## src/rtl/acc_core_if.sv

```systemverilog
// Instruction-memory bus between acc_core and a synchronous ROM.
interface acc_core_if #(
  parameter int DATA_W = 8,
  parameter int PC_W   = 17
);
  localparam int INST_W = DATA_W + 5;

  logic [PC_W-1:0]   imem_addr;
  logic [INST_W-1:0] imem_data;

  modport master (output imem_addr, input  imem_data);
  modport slave  (input  imem_addr, output imem_data);
endinterface

```

## src/rtl/acc_core.sv

```systemverilog
// Accumulator processor core: PC, decoder, ALU, W register and C/Z flags.
// Two enabled cycles per instruction (FETCH, EXEC); HALT state is absorbing.
module acc_core #(
  parameter int DATA_W = 8,
  parameter int PC_W   = 17
) (
  input  logic              clk,
  input  logic              reset,
  input  logic              en,
  acc_core_if.master        imem,
  output logic [DATA_W-1:0] w,
  output logic              c,
  output logic              z,
  output logic [DATA_W-1:0] out_data,
  output logic              out_valid,
  output logic              halted
);

  localparam int INST_W = DATA_W + 5;

  typedef enum logic [1:0] {
    S_FETCH = 2'd0,
    S_EXEC  = 2'd1,
    S_HALT  = 2'd2
  } state_t;

  state_t            r_state;
  state_t            w_state_nxt;

  logic [PC_W-1:0]   r_pc;
  logic [DATA_W-1:0] r_w;
  logic              r_c;
  logic              r_z;
  logic [DATA_W-1:0] r_out;
  logic              r_out_vld;
  logic              r_halted;

  logic [3:0]        w_op;
  logic              w_d;
  logic [DATA_W-1:0] w_k;
  logic [PC_W-1:0]   w_target;
  logic [PC_W-1:0]   w_pc_inc;
  logic [PC_W-1:0]   w_pc_nxt;
  logic [DATA_W:0]   w_sum;
  logic [DATA_W-1:0] w_res;
  logic              w_c_nxt;
  logic              w_z_nxt;
  logic              w_wr_res;
  logic              w_fire;

  assign w_op   = imem.imem_data[INST_W-1:INST_W-4];
  assign w_d    = imem.imem_data[DATA_W];
  assign w_k    = imem.imem_data[DATA_W-1:0];
  assign w_fire = (r_state == S_EXEC) && en;

  // Branch target: zero-extend or truncate the literal to the PC width
  if (PC_W > DATA_W) begin : g_zext
    assign w_target = {{(PC_W-DATA_W){1'b0}}, w_k};
  end else begin : g_trunc
    assign w_target = w_k[PC_W-1:0];
  end

  assign w_pc_inc = r_pc + PC_W'(1);

  // FSM state register
  always_ff @(posedge clk or negedge reset) begin
    if (!reset) r_state <= S_FETCH;
    else        r_state <= w_state_nxt;
  end

  // FSM next-state: advance only when enabled, HALT opcode parks the core
  always_comb begin
    w_state_nxt = r_state;
    case (r_state)
      S_FETCH: if (en) w_state_nxt = S_EXEC;
      S_EXEC:  if (en) w_state_nxt = (w_op == 4'hF) ? S_HALT : S_FETCH;
      S_HALT:  w_state_nxt = S_HALT;
      default: w_state_nxt = S_FETCH;
    endcase
  end

  // ALU: result and flag candidates for the opcode in imem_data
  always_comb begin
    w_sum    = '0;
    w_res    = '0;
    w_c_nxt  = r_c;
    w_z_nxt  = r_z;
    w_wr_res = 1'b0;
    case (w_op)
      4'h1: begin
        w_sum    = {1'b0, r_w} + {1'b0, w_k};
        w_res    = w_sum[DATA_W-1:0];
        w_c_nxt  = w_sum[DATA_W];
        w_wr_res = 1'b1;
      end
      4'h2: begin
        w_res    = r_w - w_k;
        w_c_nxt  = (r_w >= w_k);
        w_wr_res = 1'b1;
      end
      4'h3: begin w_res = r_w & w_k; w_wr_res = 1'b1; end
      4'h4: begin w_res = r_w | w_k; w_wr_res = 1'b1; end
      4'h5: begin w_res = r_w ^ w_k; w_wr_res = 1'b1; end
      4'h6: begin w_res = w_k;       w_wr_res = 1'b1; end
      4'h7: begin
        w_sum    = {1'b0, r_w} + (DATA_W+1)'(1);
        w_res    = w_sum[DATA_W-1:0];
        w_c_nxt  = w_sum[DATA_W];
        w_wr_res = 1'b1;
      end
      4'h8: begin
        w_res    = r_w - DATA_W'(1);
        w_c_nxt  = (r_w != '0);
        w_wr_res = 1'b1;
      end
      4'h9: begin
        w_res    = {r_w[DATA_W-2:0], r_c};
        w_c_nxt  = r_w[DATA_W-1];
        w_wr_res = 1'b1;
      end
      4'hA: begin
        w_res    = {r_c, r_w[DATA_W-1:1]};
        w_c_nxt  = r_w[0];
        w_wr_res = 1'b1;
      end
      default: ;
    endcase
    if (w_wr_res) w_z_nxt = (w_res == '0);
  end

  // Next PC: sequential, branch, or held on HALT
  always_comb begin
    w_pc_nxt = w_pc_inc;
    case (w_op)
      4'hB: w_pc_nxt = w_target;
      4'hC: w_pc_nxt = r_z ? w_target : w_pc_inc;
      4'hD: w_pc_nxt = r_c ? w_target : w_pc_inc;
      4'hF: w_pc_nxt = r_pc;
      default: ;
    endcase
  end

  // Architectural state commit at the end of an enabled EXEC cycle
  always_ff @(posedge clk or negedge reset) begin
    if (!reset) begin
      r_pc      <= '0;
      r_w       <= '0;
      r_c       <= 1'b0;
      r_z       <= 1'b0;
      r_out     <= '0;
      r_out_vld <= 1'b0;
      r_halted  <= 1'b0;
    end else begin
      r_out_vld <= 1'b0;
      if (w_fire) begin
        r_pc <= w_pc_nxt;
        if (w_op == 4'hE) begin
          r_w <= '0;
          r_c <= 1'b0;
          r_z <= 1'b1;
        end else if (w_wr_res) begin
          r_c <= w_c_nxt;
          r_z <= w_z_nxt;
          if (w_d) begin
            r_out     <= w_res;
            r_out_vld <= 1'b1;
          end else begin
            r_w <= w_res;
          end
        end
        if (w_op == 4'hF) r_halted <= 1'b1;
      end
    end
  end

  assign imem.imem_addr = r_pc;
  assign w              = r_w;
  assign c              = r_c;
  assign z              = r_z;
  assign out_data       = r_out;
  assign out_valid      = r_out_vld;
  assign halted         = r_halted;

endmodule
```

## src/flat_wrapper.sv

```systemverilog
// flat-port wrapper written by rule: the top's interface ports become plain ports
module acc_core_flat 
#(
  parameter int DATA_W = 8,
  parameter int PC_W   = 17
)
  (clk, reset, en, w, c, z, out_data, out_valid, halted, imem_imem_addr, imem_imem_data);
  acc_core_if #(.DATA_W(DATA_W), .PC_W(PC_W)) imem_i ();
  input  logic clk;
  input  logic reset;
  input  logic en;
  output logic [DATA_W-1:0] w;
  output logic c;
  output logic z;
  output logic [DATA_W-1:0] out_data;
  output logic out_valid;
  output logic halted;
  output wire logic [$bits(imem_i.imem_addr)-1:0] imem_imem_addr;
  input wire logic [$bits(imem_i.imem_data)-1:0] imem_imem_data;
  assign imem_imem_addr = imem_i.imem_addr;
  assign imem_i.imem_data = imem_imem_data;
  acc_core #(.DATA_W(DATA_W), .PC_W(PC_W)) u_core (.clk(clk), .reset(reset), .en(en), .imem(imem_i), .w(w), .c(c), .z(z), .out_data(out_data), .out_valid(out_valid), .halted(halted));
endmodule
```

## config.mk

```make
export PLATFORM = sky130hd
export DESIGN_NAME = acc_core_flat
export DESIGN_NICKNAME = d
export VERILOG_FILES = /design/src/rtl/acc_core_if.sv /design/src/rtl/acc_core.sv /design/src/flat_wrapper.sv
export SDC_FILE = /design/constraint.sdc
export NUM_CORES = 1
export LEC_CHECK = 0
export ABC_AREA = 1
export BUFFER_PORTS_ARGS = -buffer_cell sky130_fd_sc_hd__buf_2
export CORE_ASPECT_RATIO = 2
export CORE_UTILIZATION = 40
export DETAILED_ROUTE_END_ITERATION = 10
export RECOVER_POWER = 50
export SLEW_MARGIN = 10
export SYNTH_ARGS = -nofsm -noshare
export SYNTH_HDL_FRONTEND = slang
export SYNTH_SLANG_ARGS = --single-unit
```

## constraint.sdc

```tcl
create_clock -name clk -period 4.6 [get_ports clk]
set_input_delay 0 -clock clk [delete_from_list [all_inputs] [get_ports clk]]
set_output_delay 0 -clock clk [all_outputs]
set_load 0.1 [all_outputs]
```

==> run metrics, run 1 <==
Final WS setup 1931 ps; Util after Layout 47.28%; all-layer global routing usage 29.80%; Crit. End Element flop; Core Region 9074 sq um; gpl congestion 1.001; die area 9892 sq um; Cells after Synth 610; Ys Warns 0; nets@finish 710; buffers plus inverters on the worst setup path 2; Max-slew headroom -50.05%; Antenna Cells 0; TNS Setup 0 ps; final WL 14170 um; Max FO, Critical Path 9; largest net degree at the start of global routing 40; Hold Path Class input pin to flop; Sink Count 39; Critical Path AT 2900 ps; ordered cell list for the critical path inv_1 > ha_1 > inv_1 > fa_1 > nand2_1 > nand2_1 > nor2_1 > nand3_1 > nor2_1 > nand3_1 > nor2_1 > nand4_1 > nand2_1; Power Dens Cells 214.2 nW/um^2; Peak Freq 374.6 MHz; vias in the first global route 4222; Crit path largest cell delay 590 ps; post-route clock period utilization 58.03%; syn avg cell area 6.213 sq um; DIE WIDTH 70.83 um; final hold violation count 0; critical path type flop to flop; Starting Density 41.77%; detailed placement HPWL 11380 um; IO Count 53; Post-Syn Nets 659; Vias 4234; Peak supply drop 0.1308 mV; #FFs+latches synth 39; Post-CTS Setup Repair Bufs 0; status finished with violations; antenna violations before repair 0; H-tree levels 2; IO Port Bufs 52; Clock Latency Late Sink 290 ps; async set or reset register ratio after synthesis 100.0%; Max Cap Viol 1; Final Setup Violations 0; CTS Buffer Depth 2; ys flop type dfrtp_1; Post-Synthesis Cell Area 3790 sq um; Die Ht 139.7 um; max-slew violation count 40; startpoint class of the critical path flop; unrepaired setup endpoints after global routing false; first-pass GRT wire length 22260 um; row cnt 49; Iteration-0 DRC Markers 270; layout cells sized above 1 6.647%; Post-synth EDFFs 0; Setup WS pre-CTS 1976 ps; Worst-path clk slew 70 ps; Routed WL per cell 18.54 um; ANT nets after route 0; Req. time, crit path 4830 ps; CTS tree done; CP max stage cell dfrtp_1; crit-path leading delay family simple AND/OR/NAND/NOR gates; grt ovf 0; Final Skew 7.163 ps; Area growth, synth to finish 13.21%; drt drc 16; slew of the pin with the lowest slew margin 2251 ps; failing checks design-rule violations, max-capacitance violations, max-slew violations; TritonCTS buffer count 5; post-synthesis sequential area ratio 25.75%; clk root buf clkbuf_16; leakage 2.245 nW; Synth cell types 40; via-per-instance ratio 5.542; min cycle time layout 2669 ps; DR pass1 iterations 9
-- worst register-to-register path, cell delays in order, from the launching register on --
cell and delay, ps:
dfrtp_1 590, inv_1 230, ha_1 240, inv_1 140
fa_1 430, nand2_1 80, nand2_1 50, nor2_1 110
nand3_1 240, nor2_1 180, nand3_1 90, nor2_1 100
nand4_1 80, nand2_1 70
-- layout make-up --
type | count | area (sq um)
flip-flops and latches | 39 | 975.9
fillers | 989 | 4783
clock buffers | 6 | 138.9
repair buffers | 54 | 247.7
well taps | 102 | 127.6
inverters | 92 | 345.3
multi-input cells | 469 | 2420
clock inverters | 2 | 35.03
-- flip-flops by register name, indices dropped and copies added (netlist names) --
| register | flops |
|---|---|
| u_core.w | 8 |
| u_core.r_state | 2 |
| u_core.out_data | 8 |
| u_core.out_valid | 1 |
| u_core.imem.imem_addr | 17 |
| u_core.z | 1 |
| u_core.halted | 1 |
| u_core.c | 1 |
-- metal layers --
metal  up-vias  global-route usage, %  wire length [um]  share of wire, %
li1       2070                      -                 -                 -
met1      1929                  28.99              4797                34
met2       160                  55.31              7503                53
met3        75                  3.548               672               4.7
met4         0                  22.74              1191               8.4
met5         -                      0                 0                 0
-- path summary, 6_finish.rpt --
check,start,end,slack [ps],cells after the start
worst max-delay path,u_core.w[0],u_core.z,1930,13
worst min-delay path,imem_imem_data[3],u_core.imem.imem_addr[3],30,3
worst max register to register,u_core.w[0],u_core.z,1930,13
worst min register to register,u_core.halted,u_core.halted,460,2
max in group asynchronous,reset,u_core.out_data[3],2380,2
min in group asynchronous,reset,u_core.w[2],920,2
-- layout by cell type (no fill, tap or decap), types with 2 or more instances in the layout --
cell type	instances
clkbuf_1	26
ha_1	31
buf_2	26
o21ai_0	27
nand4_1	11
a31oi_1	3
or2_2	2
xnor2_1	2
o31ai_1	2
nor2_2	3
dlygate4sd3_1	2
fa_1	2
nand3_1	79
a211oi_1	2
nand2_1	176
xor2_1	2
inv_1	91
a21oi_1	21
nor2_1	73
clkbuf_16	5
a22oi_1	2
o22ai_1	2
nor4_1	2
dfrtp_1	39
o211ai_1	4
nor3_1	9
-- repair_timing --
action / CTS / global route
setup endpoints to repair: 0 / 0
endpoints found under the hold margin: 40 / 0
hold buffers: 2 / 0
resized for setup: 0 / 0
-- per-stage QoR --
| step | hold WS, ps | power, mW | instances | cell area [sq um] |
|---|---|---|---|---|
| 6_report | 30.23 | 0.9189 | 764 | 4290 |
| 5_1_grt | 39.59 | 0.9489 | 764 | 4290 |
| 4_1_cts | 25.36 | 0.9209 | 764 | 4323 |
| 3_5_place_dp | 202.6 | 0.4993 | 754 | 4129 |
| 3_3_place_gp | 198.4 | 0.4995 | 754 | 4129 |
| 2_1_floorplan | -295.6 | 0.4402 | 610 | 3790 |
-- cells by family after synthesis --
family / synth area share, %
xor gates and xnor gates: 0.9246
buffers and inverters: 10.40
AOI/OAI and AO/OA: 11.26
adders and majority gates: 11.29
and+or+nand+nor: 40.38
DFF: 25.75
-- synth_stat cells, types with 2 or more instances --
master    count  area share, %
a211oi_1      2           0.40
a21oi_1      21            2.8
a22oi_1       2           0.40
a31oi_1       3           0.50
buf_2         6           0.79
clkbuf_1      3           0.30
dfrtp_1      39             26
fa_1          2            1.1
ha_1         31             10
inv_1        91            9.0
nand2_1     176             17
nand3_1      79             10
nand4_1      11            1.8
nor2_1       73            7.2
nor2_2        3           0.50
nor3_1        9            1.2
nor4_1        2           0.33
o211ai_1      4           0.79
o21ai_0      27            3.6
o22ai_1       2           0.33
o31ai_1       2           0.40
or2_2         2           0.33
xnor2_1       2           0.46
xor2_1        2           0.46
-- power by group --
group	internal [mW]	total, mW	switching [mW]
sequential	0.343	0.343	0
combinational	0.0428	0.154	0.111
clock	0.270	0.422	0.152
Note: power is estimated with default switching activity, not from simulation.
==> run 2, diff against run 1 <==
==> constraint.sdc (replaced) <==
create_clock -name clk -period 2.7 [get_ports clk]
set_input_delay 0 -clock clk [delete_from_list [all_inputs] [get_ports clk]]
set_output_delay 0 -clock clk [all_outputs]
set_load 0.1 [all_outputs]
==> run 2 against run 1 <==
Sequential power up 70%. Count of clock-buffer cells in the layout unchanged. First-iteration DRC count up 17%. Cell area up 2.1%. Via count up 2.0%. Non-clock buffer count up 15. Combinational power up 74%. Final cell count up 2.0%. Worst hold slack better by 5.6 ps. Critical path depth up 3. The run ends with design-rule violations left.
==> run metrics, run 2 (synthesis results as in run 1) <==
status finished with violations; failing checks design-rule violations; IO Port Bufs 52 (unchanged); buffers plus inverters on the worst setup path 3 (+1); Top cell by count, worst path nand2_1; largest net degree at the start of global routing 40 (unchanged); Max Cap Viol 0 (-1); gpl congestion 1.026 (+2.6%); clk root buf clkbuf_16; DIE WIDTH 70.83 um (unchanged); Antenna Cells 0 (unchanged); detailed placement HPWL 11930 um (+4.9%); Peak Freq 419.5 MHz (+12%); drt drc 5 (-11); final WL 14880 um (+5.0%); post-route cell area 4380 sq um (+2.1%); Core Region 9074 sq um (unchanged); Worst-path clk slew 60 ps (about the same); Max FO, Critical Path 9 (unchanged); max-slew violation count 0 (-100%); Final Skew 8.960 ps (+1.797 ps); layout cells sized above 1 10.04% (+3.4 points); IO Count 53 (unchanged); Crit. End Element flop; crit-path leading delay family simple AND/OR/NAND/NOR gates; first-pass GRT wire length 23250 um (+4.4%); Req. time, crit path 2880 ps (-1950 ps); Max-slew headroom 20.55% (+71 points); vias in the first global route 4268 (+1.1%); all-layer global routing usage 31.49% (+1.7 points); TNS Setup 0 ps (unchanged); unrepaired setup endpoints after global routing false; CTS tree done; Vias 4320 (+2.0%); Final Setup Violations 0 (unchanged); ordered cell list for the critical path inv_1 > ha_1 > inv_1 > fa_1 > nand2_1 > nand2_1 > nand3_1 > nand2_1 > nand2_1 > nand3_1 > nand2_1 > inv_1 > nand2_1 > nor2_1 > nand4_1 > nand2_1; Area growth, synth to finish 15.58%; post-route clock period utilization 88.29% (+30 points); critical path type flop to flop; Critical Path AT 2560 ps (-340 ps); Iteration-0 DRC Markers 315 (+17%); Util after Layout 48.28% (+0.99 points); slew of the pin with the lowest slew margin 1197 ps (-1054 ps); CP max stage cell dfrtp_2; most common library cell in the layout ignoring fill and taps nand2_1; row cnt 49 (unchanged); commonest cells after routing, fill and taps aside 176 x nand2_1, 91 x inv_1, 79 x nand3_1, 73 x nor2_1, 36 x dfrtp_1; nets@finish 725 (+2.1%); die area 9892 sq um (unchanged); DR pass1 iterations 10 (+1); grt ovf 0 (unchanged); leakage 2.324 nW (+3.5%); startpoint class of the critical path flop; Clock Latency Late Sink 290 ps (about the same); Starting Density 41.77% (unchanged); Peak supply drop 0.2000 mV (+53%); Sink Count 39 (unchanged); Power Dens Cells 330.7 nW/um^2 (+54%); Crit path largest cell delay 470 ps (-120 ps); post-cts resize count 0 (unchanged); CTS Buffer Depth 2 (unchanged); final hold violation count 0 (unchanged); Final WS setup 316.2 ps (-1614 ps); Routed WL per cell 19.10 um (+3.0%); Hold Path Class input pin to flop; Die Ht 139.7 um (unchanged); max reg flops 17 (unchanged); H-tree levels 2 (unchanged); TritonCTS buffer count 5 (unchanged); DP Area 4245 sq um (+2.8%); min cycle time layout 2384 ps (-285.6 ps); Setup WS pre-CTS 394.9 ps (-1581 ps); Power, Total 1.449 mW (+58%); via-per-instance ratio 5.546 (about the same); antenna violations before repair 0 (unchanged); ANT nets after route 0 (unchanged)
==> run 2: cell count changes in the layout (fill, tap and decap cells not counted), sizes merged <==
cell / delta
clkinvlp: +1
bufinv: -1
buf: +22
clkbuf: -7
==> run 2: cell type report <==
class                   instances  area [sq um]
clock inverters                 2         12.51
inverters                      92         345.3
repair buffers                 69         366.6
flip-flops and latches         39         979.7
multi-input cells             469          2420
fillers                       971          4693
well taps                     102         127.6
clock buffers                   6         128.9
==> run 2: worst min-delay path: stages <==
cell,delay [ps]
buf_2,140
nand2_1,70
a22oi_1,60
==> run 2: where the power goes <==
| part | switching, mW | internal, mW |
|---|---|---|
| logic | 0.190 | 0.0773 |
| registers | 0 | 0.584 |
| clock network | 0.255 | 0.342 |
| total | 0.445 | 1.00 |
==> run 2: path summary, 6_finish.rpt <==
path	start	end	slack, ps	cells past startpoint
min in group asynchronous	reset	u_core.w[1]	380	2
worst min register to register	u_core.halted	u_core.halted	480	2
worst max register to register	u_core.w[0]	u_core.z	320	16
max in group asynchronous	reset	u_core.w[6]	1670	2
worst min-delay path	imem_imem_data[3]	u_core.imem.imem_addr[3]	40	3
worst max-delay path	u_core.w[0]	u_core.z	320	16
==> run 2: routing by layer <==
| layer | wire length, um | GRT usage [%] |
|---|---|---|
| met1 | 5049 | 32.20 |
| met2 | 7911 | 56.93 |
| met3 | 668 | 2.390 |
| met4 | 1249 | 25.47 |
| met5 | 0 | 0 |
==> run 2: timing repair <==
action | in CTS | in global routing
buffers inserted | 0 | 0
hold buffers | 2 | 0
hold endpoints to repair | 40 | 0
setup endpoints to repair | 0 | 0
==> run 2: through the flow <==
| stage | instances | hold slack (ps) |
|---|---|---|
| after global routing | 779 | 34.95 |
| final | 779 | 35.82 |
| after floorplan | 610 | -295.6 |
| after CTS | 779 | 19.17 |
| after global placement | 769 | 175.1 |
| after detailed placement | 769 | 183.8 |
==> run 3, diff against run 2 <==
--- a/config.mk
+++ b/config.mk
@@ -5,11 +5,11 @@
 export SDC_FILE = /design/constraint.sdc
 export NUM_CORES = 1
 export LEC_CHECK = 0
-export ABC_AREA = 1
 export BUFFER_PORTS_ARGS = -buffer_cell sky130_fd_sc_hd__buf_2
 export CORE_ASPECT_RATIO = 2
 export CORE_UTILIZATION = 40
 export DETAILED_ROUTE_END_ITERATION = 10
+export MAX_ROUTING_LAYER = met4
 export RECOVER_POWER = 50
 export SLEW_MARGIN = 10
 export SYNTH_ARGS = -nofsm -noshare
==> run 3 against run 2 <==
The run ends with negative setup slack left. Count of clock-buffer cells in the layout decreased by 1. Sequential power increased by 75%. Flip-flop and latch count unchanged. Worst hold slack got worse by 6.0 ps. Clock power increased by 19%. Critical path depth decreased by 7. Critical path type unchanged. Via count decreased by 3.1%.
==> run metrics, run 3 <==
TritonCTS buffer count 5 (unchanged); Starting Density 41.44% (-0.33 points); post-route cell area 4843 sq um (+11%); Die Ht 138.7 um (-0.72%); post-synth top area cell dfrtp_1; TNS Setup -162.7 ps (-162.7 ps); DR pass1 iterations 5 (-5); critical path type flop to flop; Setup WS pre-CTS -99.99 ps (-494.9 ps); Ys Warns 0 (unchanged); status finished with violations; Clock Latency Late Sink 300 ps (about the same); Core Region 9012 sq um (-0.68%); Max FO, Critical Path 4 (-5); failing checks negative setup slack; grt ovf 0 (unchanged); dpl cells 649 (-16%); H-tree levels 2 (unchanged); IO Port Bufs 52 (unchanged); Reg2Reg Depth 9 (-7); largest net degree at the start of global routing 40 (unchanged); Peak Freq 362.1 MHz (-14%); unrepaired setup endpoints after global routing true; CTS Buffer Depth 2 (unchanged); startpoint class of the critical path flop; Iteration-0 DRC Markers 270 (-14%); share of the synthesized area in the top cell type 26.13% (+0.38 points); Critical Path AT 3000 ps (+440 ps); nets@finish 610 (-16%); Finished Layout Cells 664 (-15%); final WL 14610 um (-1.8%); layout cells sized above 1 29.00% (+19 points); vias in the first global route 4017 (-5.9%); DP Area 4532 sq um (+6.7%); final hold violation count 0 (unchanged); Post-Syn Nets 520 (-21%); Final Setup Violations 3 (+3); Crit. End Element flop; Hold Path Class input pin to flop; first-pass GRT wire length 22700 um (-2.3%); all-layer global routing usage 31.39% (-0.10 points); Cells after Synth 471 (-23%); drt drc 0 (-5); IO Count 53 (unchanged); row cnt 49 (unchanged); Synth cell types 65 (+63%); Max Cap Viol 0 (unchanged); Area growth, synth to finish 29.68%; most common library cell in the layout ignoring fill and taps buf_4; max reg flops 17 (unchanged); Peak supply drop 0.8589 mV (+330%); post-route clock period utilization 102.3% (+14 points); Layout fillers 887 (-8.7%); ANT nets after route 0 (unchanged); antenna violations before repair 0 (unchanged); via-per-instance ratio 6.307 (+14%); max-slew violation count 0 (unchanged); Routed WL per cell 22.01 um (+15%); DIE WIDTH 70.33 um (-0.71%); leakage 2.205 nW (-5.1%); clk root buf clkbuf_16; Final WS setup -61.97 ps (-378.2 ps); Power Dens Cells 1262 nW/um^2 (+280%); syn avg cell area 7.930 sq um (+28%); Hold Crit Depth 3 (unchanged); commonest cells after routing, fill and taps aside 54 x buf_4, 51 x buf_2, 47 x nand2_1, 36 x nor2_1, 34 x o21ai_0; top cells by area, synth dfrtp_1 26%, ha_1 10%, o21ai_0 5.0%; CTS tree done; async set or reset register ratio after synthesis 100.0% (unchanged); Final Skew 13.79 ps (+4.832 ps); Vias 4188 (-3.1%); gpl congestion 0.9975 (-2.8%); Post-Synthesis Cell Area 3735 sq um (-1.5%); Worst-path clk slew 80 ps (+20 ps); #FFs+latches synth 39 (unchanged); post-synthesis sequential area ratio 26.13% (+0.38 points); Post-synth EDFFs 0 (unchanged); ys flop type dfrtp_1; detailed placement HPWL 11290 um (-5.4%); Antenna Cells 0 (unchanged); most frequent cell after synthesis nand2_1; Sink Count 39 (unchanged); slew of the pin with the lowest slew margin 1216 ps (+19.34 ps); min cycle time layout 2762 ps (+378.2 ps); Post-synth top cells 47 x nand2_1, 39 x dfrtp_1, 37 x o21ai_0; die area 9751 sq um (-1.4%); Max-slew headroom 17.78% (-2.8 points); Req. time, crit path 2940 ps (+60 ps)
## run 3: changes by cell type after synthesis, moves of 11 or more
cell	change
nand2_1	-129
nor2_1	-37
a21oi_1	+11
clkbuf_1	+20
nand3_1	-65
inv_1	-61
## run 3: final cells by class
| class | instances | area [sq um] | area share, % |
|---|---|---|---|
| timing repair buffer | 110 | 716.9 | 14.80 |
| tap | 102 | 127.6 | 2.635 |
| multi-input combinational | 374 | 2709 | 55.93 |
| clock buffer | 5 | 125.1 | 2.583 |
| sequential | 39 | 997.2 | 20.59 |
| clock inverter | 3 | 43.79 | 0.9042 |
| inverter | 31 | 123.9 | 2.557 |
## run 3: per-layer routing
metal / global-route usage, % / share of wire, %
met5: - / 0
met4: 19.79 / 6.9
met3: 2.980 / 4.7
met2: 55.39 / 53
met1: 32.40 / 35
## run 3: worst paths after layout
kind,from,end,slack [ps]
max reg2reg,u_core.w[1],u_core.z,-60
min reg2reg,u_core.r_state[1],u_core.r_state[0],450
min,en,u_core.r_state[0],30
max in group asynchronous,reset,u_core.w[3],1570
max,u_core.w[1],u_core.z,-60
min in group asynchronous,reset,u_core.w[0],380
## run 3: logic make-up after synthesis
family / synth area share [%]
and+or+nand+nor: 22.65
muxes: 1.775
buffers and inverters: 6.130
adders and majority gates: 11.46
xor gates and xnor gates: 2.345
DFF: 26.13
AOI/OAI and AO/OA: 29.51
## run 3: what timing repair did
| action | in CTS | in global routing |
|---|---|---|
| pin swaps | 11 | 1 |
| buffers inserted | 6 | 0 |
| hold buffers | 1 | 0 |
| hold endpoints to repair | 39 | 0 |
| resized for setup | 11 | 11 |
| setup endpoints to repair | 6 | 8 |
## run 3: stage by stage
step	hold WS, ps	utilization (%)	power, mW
floorplan	-295.6	-	4.034
global route	48.83	53.74	6.394
global placement	197.5	50.28	5.154
detailed placement	207.9	50.28	5.176
finish	29.82	53.74	6.114
CTS	18.63	53.21	6.007
## run 3: power breakdown
group / internal [mW] / switching (mW) / total (mW)
Combinational: 1.33 / 3.05 / 4.38
Sequential: 0.815 / 0.207 / 1.02
Clock: 0.437 / 0.276 / 0.713
Total: 2.58 / 3.53 / 6.11
## run 3: worst max-delay path: stages (launching register included)
cell and delay, ps:
dfrtp_4 530, inv_4 80, ha_4 190, a21o_1 190
a2111o_1 410, a21oi_2 150, o21bai_1 90, a221o_1 420
a2111oi_4 430, a41o_1 210
